$ cat config.mk
export PLATFORM = sky130hd
export DESIGN_NAME = battle_referee_flat
export DESIGN_NICKNAME = d
export VERILOG_FILES = /design/src/rtl/battle_referee_if.sv /design/src/rtl/battle_referee.sv /design/src/flat_wrapper.sv
export SDC_FILE = /design/constraint.sdc
export NUM_CORES = 1
export LEC_CHECK = 0
export CELL_PAD_IN_SITES_DETAIL_PLACEMENT = 0
export CELL_PAD_IN_SITES_GLOBAL_PLACEMENT = 2
export CORE_MARGIN = 8
export CORE_UTILIZATION = 31
export CTS_CLUSTER_DIAMETER = 120
export DETAILED_ROUTE_END_ITERATION = 8
export PLACE_DENSITY = 0.75
export SYNTH_ARGS = -nofsm -noshare
export SYNTH_HDL_FRONTEND = slang
export SYNTH_SLANG_ARGS = --single-unit
$ cat constraint.sdc
create_clock -name clk -period 4.55 [get_ports clk]
set_input_delay 1.365 -clock clk [delete_from_list [all_inputs] [get_ports clk]]
set_output_delay 1.365 -clock clk [all_outputs]
set_load 0.02 [all_outputs]
$ cat src/rtl/battle_referee_if.sv
// Signal bundle between the battle referee, the mode/keyboard front end,
// the turn timer and the score display.
interface battle_referee_if #(
    parameter int SCORE_W = 8
);
    logic               start;
    logic               abort;
    logic               note_strobe;
    logic               timer;
    logic               battle;
    logic               restart;
    logic               player;
    logic               busy;
    logic [SCORE_W-1:0] score_p1;
    logic [SCORE_W-1:0] score_p2;
    logic [1:0]         winner;
    logic               done;

    modport master (
        output start, abort, note_strobe, timer,
        input  battle, restart, player, busy, score_p1, score_p2, winner, done
    );

    modport slave (
        input  start, abort, note_strobe, timer,
        output battle, restart, player, busy, score_p1, score_p2, winner, done
    );
endinterface

$ cat src/rtl/battle_referee.sv
// Piano battle referee: alternates P1/P2 turns, drives the turn timer,
// counts notes per player and declares the winner.
//
// state  | meaning
// IDLE   | no battle running, waiting for start
// ARM    | one cycle between turns, timer cleared via restart
// PLAY   | active player's turn, timer counting, notes scored
// RESULT | battle over, winner valid, scores held
module battle_referee #(
    parameter int SCORE_W = 8,
    parameter int ROUNDS  = 1
) (
    input  logic             clk,
    input  logic             reset,
    battle_referee_if.slave  bus
);
    typedef enum logic [1:0] {
        IDLE   = 2'd0,
        ARM    = 2'd1,
        PLAY   = 2'd2,
        RESULT = 2'd3
    } state_t;

    localparam logic [SCORE_W-1:0] SCORE_MAX  = '1;
    localparam logic [SCORE_W-1:0] SCORE_ONE  = SCORE_W'(1);
    localparam logic [3:0]         LAST_ROUND = 4'(ROUNDS - 1);

    state_t             state_q, state_d;
    logic               player_q, player_d;
    logic [3:0]         round_q, round_d;
    logic [SCORE_W-1:0] score_p1_q, score_p1_d;
    logic [SCORE_W-1:0] score_p2_q, score_p2_d;
    logic               battle_q, battle_d;
    logic               restart_q, restart_d;
    logic               busy_q, busy_d;
    logic               done_q, done_d;
    logic [1:0]         winner_q, winner_d;

    always_ff @(posedge clk) begin
        if (reset) begin
            state_q    <= IDLE;
            player_q   <= 1'b0;
            round_q    <= 4'd0;
            score_p1_q <= '0;
            score_p2_q <= '0;
            battle_q   <= 1'b0;
            restart_q  <= 1'b1;
            busy_q     <= 1'b0;
            done_q     <= 1'b0;
            winner_q   <= 2'b00;
        end else begin
            state_q    <= state_d;
            player_q   <= player_d;
            round_q    <= round_d;
            score_p1_q <= score_p1_d;
            score_p2_q <= score_p2_d;
            battle_q   <= battle_d;
            restart_q  <= restart_d;
            busy_q     <= busy_d;
            done_q     <= done_d;
            winner_q   <= winner_d;
        end
    end

    always_comb begin
        state_d    = state_q;
        player_d   = player_q;
        round_d    = round_q;
        score_p1_d = score_p1_q;
        score_p2_d = score_p2_q;
        restart_d  = 1'b0;

        case (state_q)
            IDLE, RESULT: begin
                if (bus.start) begin
                    state_d    = ARM;
                    player_d   = 1'b0;
                    round_d    = 4'd0;
                    score_p1_d = '0;
                    score_p2_d = '0;
                end
            end
            ARM: begin
                if (bus.abort) begin
                    state_d   = IDLE;
                    restart_d = 1'b1;
                end else begin
                    state_d = PLAY;
                end
            end
            PLAY: begin
                // A note landing with abort or timer still belongs to the ending turn.
                if (bus.note_strobe) begin
                    if (!player_q && score_p1_q != SCORE_MAX)
                        score_p1_d = score_p1_q + SCORE_ONE;
                    if (player_q && score_p2_q != SCORE_MAX)
                        score_p2_d = score_p2_q + SCORE_ONE;
                end
                if (bus.abort) begin
                    state_d   = IDLE;
                    restart_d = 1'b1;
                end else if (bus.timer) begin
                    if (!player_q) begin
                        player_d = 1'b1;
                        state_d  = ARM;
                    end else if (round_q != LAST_ROUND) begin
                        round_d  = round_q + 4'd1;
                        player_d = 1'b0;
                        state_d  = ARM;
                    end else begin
                        state_d = RESULT;
                    end
                end
            end
            default: state_d = IDLE;
        endcase

        if (state_d == ARM)
            restart_d = 1'b1;
        battle_d = (state_d == PLAY);
        busy_d   = (state_d == ARM) || (state_d == PLAY);
        done_d   = (state_d == RESULT) && (state_q != RESULT);

        winner_d = 2'b00;
        if (state_d == RESULT) begin
            if (score_p1_d > score_p2_d)
                winner_d = 2'b01;
            else if (score_p2_d > score_p1_d)
                winner_d = 2'b10;
            else
                winner_d = 2'b11;
        end
    end

    assign bus.battle   = battle_q;
    assign bus.restart  = restart_q;
    assign bus.player   = player_q;
    assign bus.busy     = busy_q;
    assign bus.score_p1 = score_p1_q;
    assign bus.score_p2 = score_p2_q;
    assign bus.winner   = winner_q;
    assign bus.done     = done_q;
endmodule
$ cat src/flat_wrapper.sv
// flat-port wrapper written by rule: the top's interface ports become plain ports
module battle_referee_flat 
#(
    parameter int SCORE_W = 8,
    parameter int ROUNDS  = 1
)
  (clk, reset, bus_start, bus_abort, bus_note_strobe, bus_timer, bus_battle, bus_restart, bus_player, bus_busy, bus_score_p1, bus_score_p2, bus_winner, bus_done);
  battle_referee_if #(.SCORE_W(SCORE_W)) bus_i ();
  input  logic clk;
  input  logic reset;
  input wire logic [$bits(bus_i.start)-1:0] bus_start;
  input wire logic [$bits(bus_i.abort)-1:0] bus_abort;
  input wire logic [$bits(bus_i.note_strobe)-1:0] bus_note_strobe;
  input wire logic [$bits(bus_i.timer)-1:0] bus_timer;
  output wire logic [$bits(bus_i.battle)-1:0] bus_battle;
  output wire logic [$bits(bus_i.restart)-1:0] bus_restart;
  output wire logic [$bits(bus_i.player)-1:0] bus_player;
  output wire logic [$bits(bus_i.busy)-1:0] bus_busy;
  output wire logic [$bits(bus_i.score_p1)-1:0] bus_score_p1;
  output wire logic [$bits(bus_i.score_p2)-1:0] bus_score_p2;
  output wire logic [$bits(bus_i.winner)-1:0] bus_winner;
  output wire logic [$bits(bus_i.done)-1:0] bus_done;
  assign bus_i.start = bus_start;
  assign bus_i.abort = bus_abort;
  assign bus_i.note_strobe = bus_note_strobe;
  assign bus_i.timer = bus_timer;
  assign bus_battle = bus_i.battle;
  assign bus_restart = bus_i.restart;
  assign bus_player = bus_i.player;
  assign bus_busy = bus_i.busy;
  assign bus_score_p1 = bus_i.score_p1;
  assign bus_score_p2 = bus_i.score_p2;
  assign bus_winner = bus_i.winner;
  assign bus_done = bus_i.done;
  battle_referee #(.SCORE_W(SCORE_W), .ROUNDS(ROUNDS)) u_core (.clk(clk), .reset(reset), .bus(bus_i));
endmodule
==> results of run 1 <==
-- area by class of cell --
class	count	area [um^2]
Multi-Input combinational cell	187	1280
Inverter	11	41.3
Timing Repair Buffer	30	295
Sequential cell	29	581
Fill cell	677	3860
Clock buffer	8	80.1
Tap cell	77	96.3
-- path summary, 6_finish.rpt --
path	to	slack [ps]	depth (start not counted)
setup reg to reg	u_core.bus.winner[1]$_SDFF_PP0_	1290	11
hold reg to reg	u_core.round_q[3]$_SDFFE_PP0P_	480	2
setup / recovery	u_core.bus.winner[1]$_SDFF_PP0_	700	10
hold / removal	u_core.round_q[3]$_SDFFE_PP0P_	480	2
-- report_power, final --
| part | total (uW) | internal [uW] | switching [uW] |
|---|---|---|---|
| combinational | 121 | 46.7 | 74.7 |
| sequential | 267 | 262 | 5.21 |
| clock | 209 | 109 | 100 |
| total | 597 | 417 | 180 |
-- worst reg2reg max path: stages (launching register included) --
cell and delay [ps]:
sky130_fd_sc_hd__dfxtp_1 360, sky130_fd_sc_hd__inv_1 80, sky130_fd_sc_hd__ha_1 680, sky130_fd_sc_hd__nand2b_1 360, sky130_fd_sc_hd__nor2_1 200, sky130_fd_sc_hd__a21oi_1 100, sky130_fd_sc_hd__or2_2 280, sky130_fd_sc_hd__ha_1 320
sky130_fd_sc_hd__and4b_1 210, sky130_fd_sc_hd__a211o_1 260, sky130_fd_sc_hd__a21oi_1 190, sky130_fd_sc_hd__o21ba_2 170
-- synth_stat cells, types with 5 or more instances --
cell,n
sky130_fd_sc_hd__o21ai_0,8
sky130_fd_sc_hd__a21oi_1,15
sky130_fd_sc_hd__inv_1,11
sky130_fd_sc_hd__nor3_1,7
sky130_fd_sc_hd__buf_2,5
sky130_fd_sc_hd__ha_1,19
sky130_fd_sc_hd__a31oi_1,6
sky130_fd_sc_hd__a211o_1,5
sky130_fd_sc_hd__nor2_1,17
sky130_fd_sc_hd__dfxtp_1,29
sky130_fd_sc_hd__a21o_1,5
sky130_fd_sc_hd__nor4_1,6
sky130_fd_sc_hd__nand3_1,12
sky130_fd_sc_hd__or3_1,5
sky130_fd_sc_hd__nor2b_1,6
sky130_fd_sc_hd__nand2_1,17
sky130_fd_sc_hd__nand4_1,6
-- logic make-up after synthesis --
| group | after synthesis | share of synthesized area |
|---|---|---|
| simple gates | 104 | 0.306 |
| compound gates | 62 | 0.216 |
| flops | 29 | 0.296 |
| buf+inv | 22 | 0.0498 |
| fa+ha+maj | 19 | 0.121 |
| mux | 2 | 0.0108 |
-- metrics by stage --
stage,cells,hold slack (ps),total power [uW]
floorplan,238,446,355
global placement,334,460,396
detailed placement,334,476,395
CTS,342,485,604
global route,342,516,628
finish,342,482,597
-- routing by layer --
layer  track usage  wire (um)  vias up
met3        0.0252        177        6
met4        0.0346         56        0
met5             0          0        -
met1         0.143       2360      865
li1              -          -      945
met2         0.219       2710       25
-- sequential cells by signal, indices dropped and copies added (netlist names) --
signal,cells
u_core.bus.score_p1,8
u_core.bus.score_p2,8
u_core.round_q,4
u_core.bus.winner,2
u_core.state_q,2
u_core.bus.battle,1
u_core.bus.busy,1
u_core.bus.done,1
u_core.bus.player,1
u_core.bus.restart,1
==> run summary, run 1 <==
• **H-Tree Depth** 2
• **P per Cell Area** 251 nW/um^2
• **origin of the worst setup path** bus_start
• **fraction of final layout cells sized beyond drive strength 1** 0.0566
• **count of flip-flops with a built-in enable after synthesis** 0
• **endpoint type of the worst setup path** register
• **average vias per placed instance** 5.38
• **CP max FO** 12
• **kind of path behind the tightest hold check** register to register
• **Post-CTS Hold Fix Bufs** 0
• **leading cell type in the layout, fill and taps excluded** sky130_fd_sc_hd__dfxtp_1
• **status** finished clean
• **aggregate negative setup slack** 0 ps
• **CP most frequent cell** sky130_fd_sc_hd__a21oi_1
• **first-pass GRT wire length** 8780 um
• **CTS Buf Count** 5
• **area of the core region** 6240 um^2
• **ordered cell list for the critical path** clkdlybuf4s50_1 -> nor2b_4 -> or2_1 -> a21oi_1 -> or2_2 -> ha_1 -> and4b_1 -> a211o_1 -> a21oi_1 -> o21ba_2
• **VDD IR-drop max** 0.000162 V
• **Critical Path RT** 4780 ps
• **Layout Nets** 289
• **tightest slew margin relative to the limit** 0.466
• **TritonRoute pass-1 iters** 4
• **via count of the first global-routing pass** 1810
• **number of routed nets with antenna violations** 0
• **post-synthesis instance area** 1960 um^2
• **Slowest-stage cell, CP** sky130_fd_sc_hd__clkdlybuf4s50_1
• **minimum setup slack after placement** 422 ps
• **Post-Route Utilization** 0.381
• **antenna violations before repair** 0
• **detailed-route wire length per cell** 15.5 um
• **top library cells by usage in the layout, fill and taps aside** sky130_fd_sc_hd__dfxtp_1, sky130_fd_sc_hd__clkdlybuf4s50_1, sky130_fd_sc_hd__ha_1
• **post-layout instance area** 2380 um^2
• **share of the clock period used by the worst path after layout** 0.846
• **post-synthesis register bit count** 29
• **sequential-to-total area share from yosys stat** 0.296
• **clock buffer depth** 2
• **area share of the leading cell type in the synthesized netlist** 0.296
• **slowest stage delay, CP** 450 ps
• **via count** 1841
• **Iter 0 DRT Violations** 58
• **slew at the pin closest to its max-slew limit** 801 ps
• **number of antenna diodes** 0
• **number of max-slew violations in the final report** 0
• **Die ar.** 9130 um^2
• **Chip Width** 95.5 um
• **CP Launch Type** primary input
• **CTS Root Buffer Type** sky130_fd_sc_hd__clkbuf_8
• **clock latency reported for the late side of the worst-skew pair** 280 ps
• **estimated wirelength of the detail-placed design** 4090 um
• **total nets after synthesis** 263
• **total detailed-routing wirelength** 5310 um
• **overall overflow remaining after global route** 0
• **least setup slack across all paths after layout** 701 ps
• **TritonCTS clock tree** built
• **final worst path period need** 3850 ps
• **delay-heaviest family, CP** simple AND/OR/NAND/NOR gates
• **count of instances resized after the clock tree is built** 0
• **maximum number of pins on one net before global-route repair** 23
• **post-CTS setup-driven buffer insertion count** 0
• **Worst Path Class, Setup** primary input to register
• **total I/O pin count** 29
• **Buf/Inv on CP** 1
• **number of setup violations in the final report** 0
• **TritonCTS sink count** 29
• **count of standard-cell rows** 29
• **top cells by area in the synthesized netlist** sky130_fd_sc_hd__dfxtp_1, sky130_fd_sc_hd__ha_1, sky130_fd_sc_hd__a21oi_1
• **Max Freq** 260 MHz
• **# Max-Cap Violations** 0
• **post-CTS clock slew at the launch and capture registers of the worst setup and hold paths** 60 ps
• **instance area after placement** 2300 um^2
• **starting density of the core** 0.314
• **die outline height** 95.5 um
• **worst path arrival time** 4080 ps
• **async set or reset register ratio after synthesis** 0
• **aggregate global-route resource usage** 0.123
• **cell taking the most area after synthesis** sky130_fd_sc_hd__dfxtp_1
• **number of synthesis warnings** 0
• **final worst clock skew** 4.66 ps
• **source of the worst register-to-register timing path** u_core.state_q[0]$_SDFF_PP0_
• **# port buffers** 28
• **count of different cell masters after synthesis** 51
• **synthesized area divided by synthesized cell count** 8.24 um^2
• **launch point of the worst hold path** u_core.round_q[3]$_SDFFE_PP0P_
• **Mapped Cells** 238
• **area added between synthesis and finish** 21.2%
• **Final Hold Viols** 0
• **unrepaired setup endpoints after global routing** false
• **Static Leak** 0.000865 uW
• **# DRC** 0
• **top flip-flop cell by instance count after synthesis** sky130_fd_sc_hd__dfxtp_1
• **RD Place Congestion** 0.779
Note: power is estimated with default switching activity, not from simulation.
==> run 2: changes to the inputs <==
==> constraint.sdc (replaced) <==
create_clock -name clk -period 3.7 [get_ports clk]
set_input_delay 1.11 -clock clk [delete_from_list [all_inputs] [get_ports clk]]
set_output_delay 1.11 -clock clk [all_outputs]
set_load 0.02 [all_outputs]
==> run 2 against run 1 <==
Critical path depth fell by 1. Sequential share of layout area down 1.0 points. Global-route usage rose by 0.51 points. Largest cell class unchanged. Highest routed layer unchanged.
==> run summary, run 2 (synthesis gave the netlist of run 1 again) <==
• **H-Tree Depth** 2, unchanged
• **# port buffers** 28, unchanged
• **CTS Root Buffer Type** sky130_fd_sc_hd__clkbuf_8
• **CP most frequent cell** sky130_fd_sc_hd__a211o_1
• **unrepaired setup endpoints after global routing** false
• **total I/O pin count** 29, unchanged
• **endpoint type of the worst setup path** register
• **Final Hold Viols** 0, unchanged
• **Max Freq** 294 MHz
• **number of routed nets with antenna violations** 0, unchanged
• **Post-CTS Hold Fix Bufs** 0, unchanged
• **ordered cell list for the critical path** clkdlybuf4s50_1 -> nor2b_1 -> o21ai_0 -> a211o_1 -> ha_1 -> and4b_1 -> a211o_1 -> a21oi_1 -> nor2_1
• **worst path arrival time** 3560 ps, -520 ps
• **delay-heaviest family, CP** compound AO/OA/AOI/OAI gates
• **VDD IR-drop max** 0.000150 V, -7.0%
• **slowest stage delay, CP** 490 ps, +40 ps
• **via count** 1897, +3.0%
• **total detailed-routing wirelength** 5590 um, +5.2%
• **Worst Path Class, Setup** primary input to register
• **Die ar.** 9130 um^2, unchanged
• **overall overflow remaining after global route** 0, unchanged
• **area of the core region** 6240 um^2, unchanged
• **maximum number of pins on one net before global-route repair** 17, -26%
• **Critical Path RT** 3860 ps, -920 ps
• **share of the clock period used by the worst path after layout** 0.919
• **# DRC** 0, unchanged
• **via count of the first global-routing pass** 1859, +2.7%
• **CP max FO** 3, -9
• **leading cell type in the layout, fill and taps excluded** sky130_fd_sc_hd__dfxtp_1
• **estimated wirelength of the detail-placed design** 4290 um, +4.9%
• **fraction of final layout cells sized beyond drive strength 1** 0.105, +0.0481
• **detailed-route wire length per cell** 15.8 um, +1.6%
• **kind of path behind the tightest hold check** register to register
• **CTS Buf Count** 5, unchanged
• **slew at the pin closest to its max-slew limit** 606 ps, -195 ps
• **Iter 0 DRT Violations** 99, +71%
• **Static Leak** 0.000932 uW, +7.8%
• **die outline height** 95.5 um, unchanged
• **least setup slack across all paths after layout** 300 ps, -401 ps
• **clock latency reported for the late side of the worst-skew pair** 280 ps, about the same
• **count of standard-cell rows** 29, unchanged
• **TritonRoute pass-1 iters** 4, unchanged
• **top library cells by usage in the layout, fill and taps aside** sky130_fd_sc_hd__dfxtp_1, sky130_fd_sc_hd__clkdlybuf4s50_1, sky130_fd_sc_hd__ha_1
• **minimum setup slack after placement** -23.2 ps, -445 ps
• **Layout Nets** 302, +4.5%
• **status** finished clean
• **Chip Width** 95.5 um, unchanged
• **Post-Route Utilization** 0.397, +0.0166
• **instance area after placement** 2390 um^2, +4.3%
• **RD Place Congestion** 0.776, -0.38%
• **antenna violations before repair** 0, unchanged
• **average vias per placed instance** 5.36, -0.45%
• **number of antenna diodes** 0, unchanged
• **count of instances resized after the clock tree is built** 0, unchanged
• **Slowest-stage cell, CP** sky130_fd_sc_hd__clkdlybuf4s50_1
• **number of setup violations in the final report** 0, unchanged
• **first-pass GRT wire length** 9030 um, +2.8%
• **area added between synthesis and finish** 26.5%
• **aggregate global-route resource usage** 0.128, +0.00513
• **TritonCTS sink count** 29, unchanged
• **number of max-slew violations in the final report** 0, unchanged
• **final worst clock skew** 2.80 ps, -1.85 ps
• **TritonCTS clock tree** built
• **post-layout instance area** 2480 um^2, +4.4%
• **starting density of the core** 0.314, unchanged
• **Buf/Inv on CP** 1, unchanged
• **post-CTS setup-driven buffer insertion count** 0, unchanged
• **final worst path period need** 3400 ps
• **P per Cell Area** 307 nW/um^2, +22%
• **post-CTS clock slew at the launch and capture registers of the worst setup and hold paths** 60 ps, about the same
• **tightest slew margin relative to the limit** 0.593, +0.127
• **CP Launch Type** primary input
• **clock buffer depth** 2, unchanged
• **# Max-Cap Violations** 0, unchanged
## run 2: changes by cell type in the layout (fill, tap and decap cells not counted), sizes merged
cell    delta
buf       +13
clkbuf     -1
## run 2: stage by stage
step | hold slack (ps) | power (uW) | TNS, ps | instances
after global placement | 459 | 501 | 0 | 347
after detailed placement | 474 | 502 | -34.0 | 347
after global routing | 515 | 803 | 0 | 354
after CTS | 483 | 774 | 0 | 354
final | 486 | 760 | 0 | 354
after floorplan | 446 | 437 | 0 | 238
## run 2: power by group
part	switching, uW	total, uW	internal (uW)
clock	120	267	147
sequential	5.85	327	322
combinational	96.6	166	69.2
total	222	760	538
## run 2: worst register-to-register path, delay by kind of cell, from the launching register on
family | cells | cell delay (ps)
AO/OA/AOI/OAI | 3 | 540
adder cells (fa/ha/maj) | 2 | 860
buffers and inverters | 1 | 70
flip-flops | 1 | 350
AND/OR/NAND/NOR | 5 | 1120
## run 2: per-layer routing
metal  global-route usage  vias up  wire [um]
met2                0.215       25       2720
li1                     -      974          -
met1                0.150      887       2580
met4               0.0589        0        127
met5                    0        -          0
met3               0.0291       11        161
## run 2: final cells by class
cell class	instances	area [um^2]
Clock buffer	7	86.3
Inverter	11	41.3
Timing Repair Buffer	43	393
Sequential cell	29	581
Tap cell	77	96.3
Multi-Input combinational cell	187	1280
Fill cell	664	3760
## run 2: worst paths after layout
path | endpoint | slack [ps] | depth (start not counted) | start
setup / recovery | u_core.bus.winner[0]$_SDFF_PP0_ | 300 | 9 | bus_note_strobe
hold / removal | u_core.round_q[3]$_SDFFE_PP0P_ | 490 | 2 | u_core.round_q[3]$_SDFFE_PP0P_
setup reg to reg | u_core.bus.winner[0]$_SDFF_PP0_ | 630 | 11 | u_core.state_q[0]$_SDFF_PP0_
hold reg to reg | u_core.round_q[3]$_SDFFE_PP0P_ | 490 | 2 | u_core.round_q[3]$_SDFFE_PP0P_
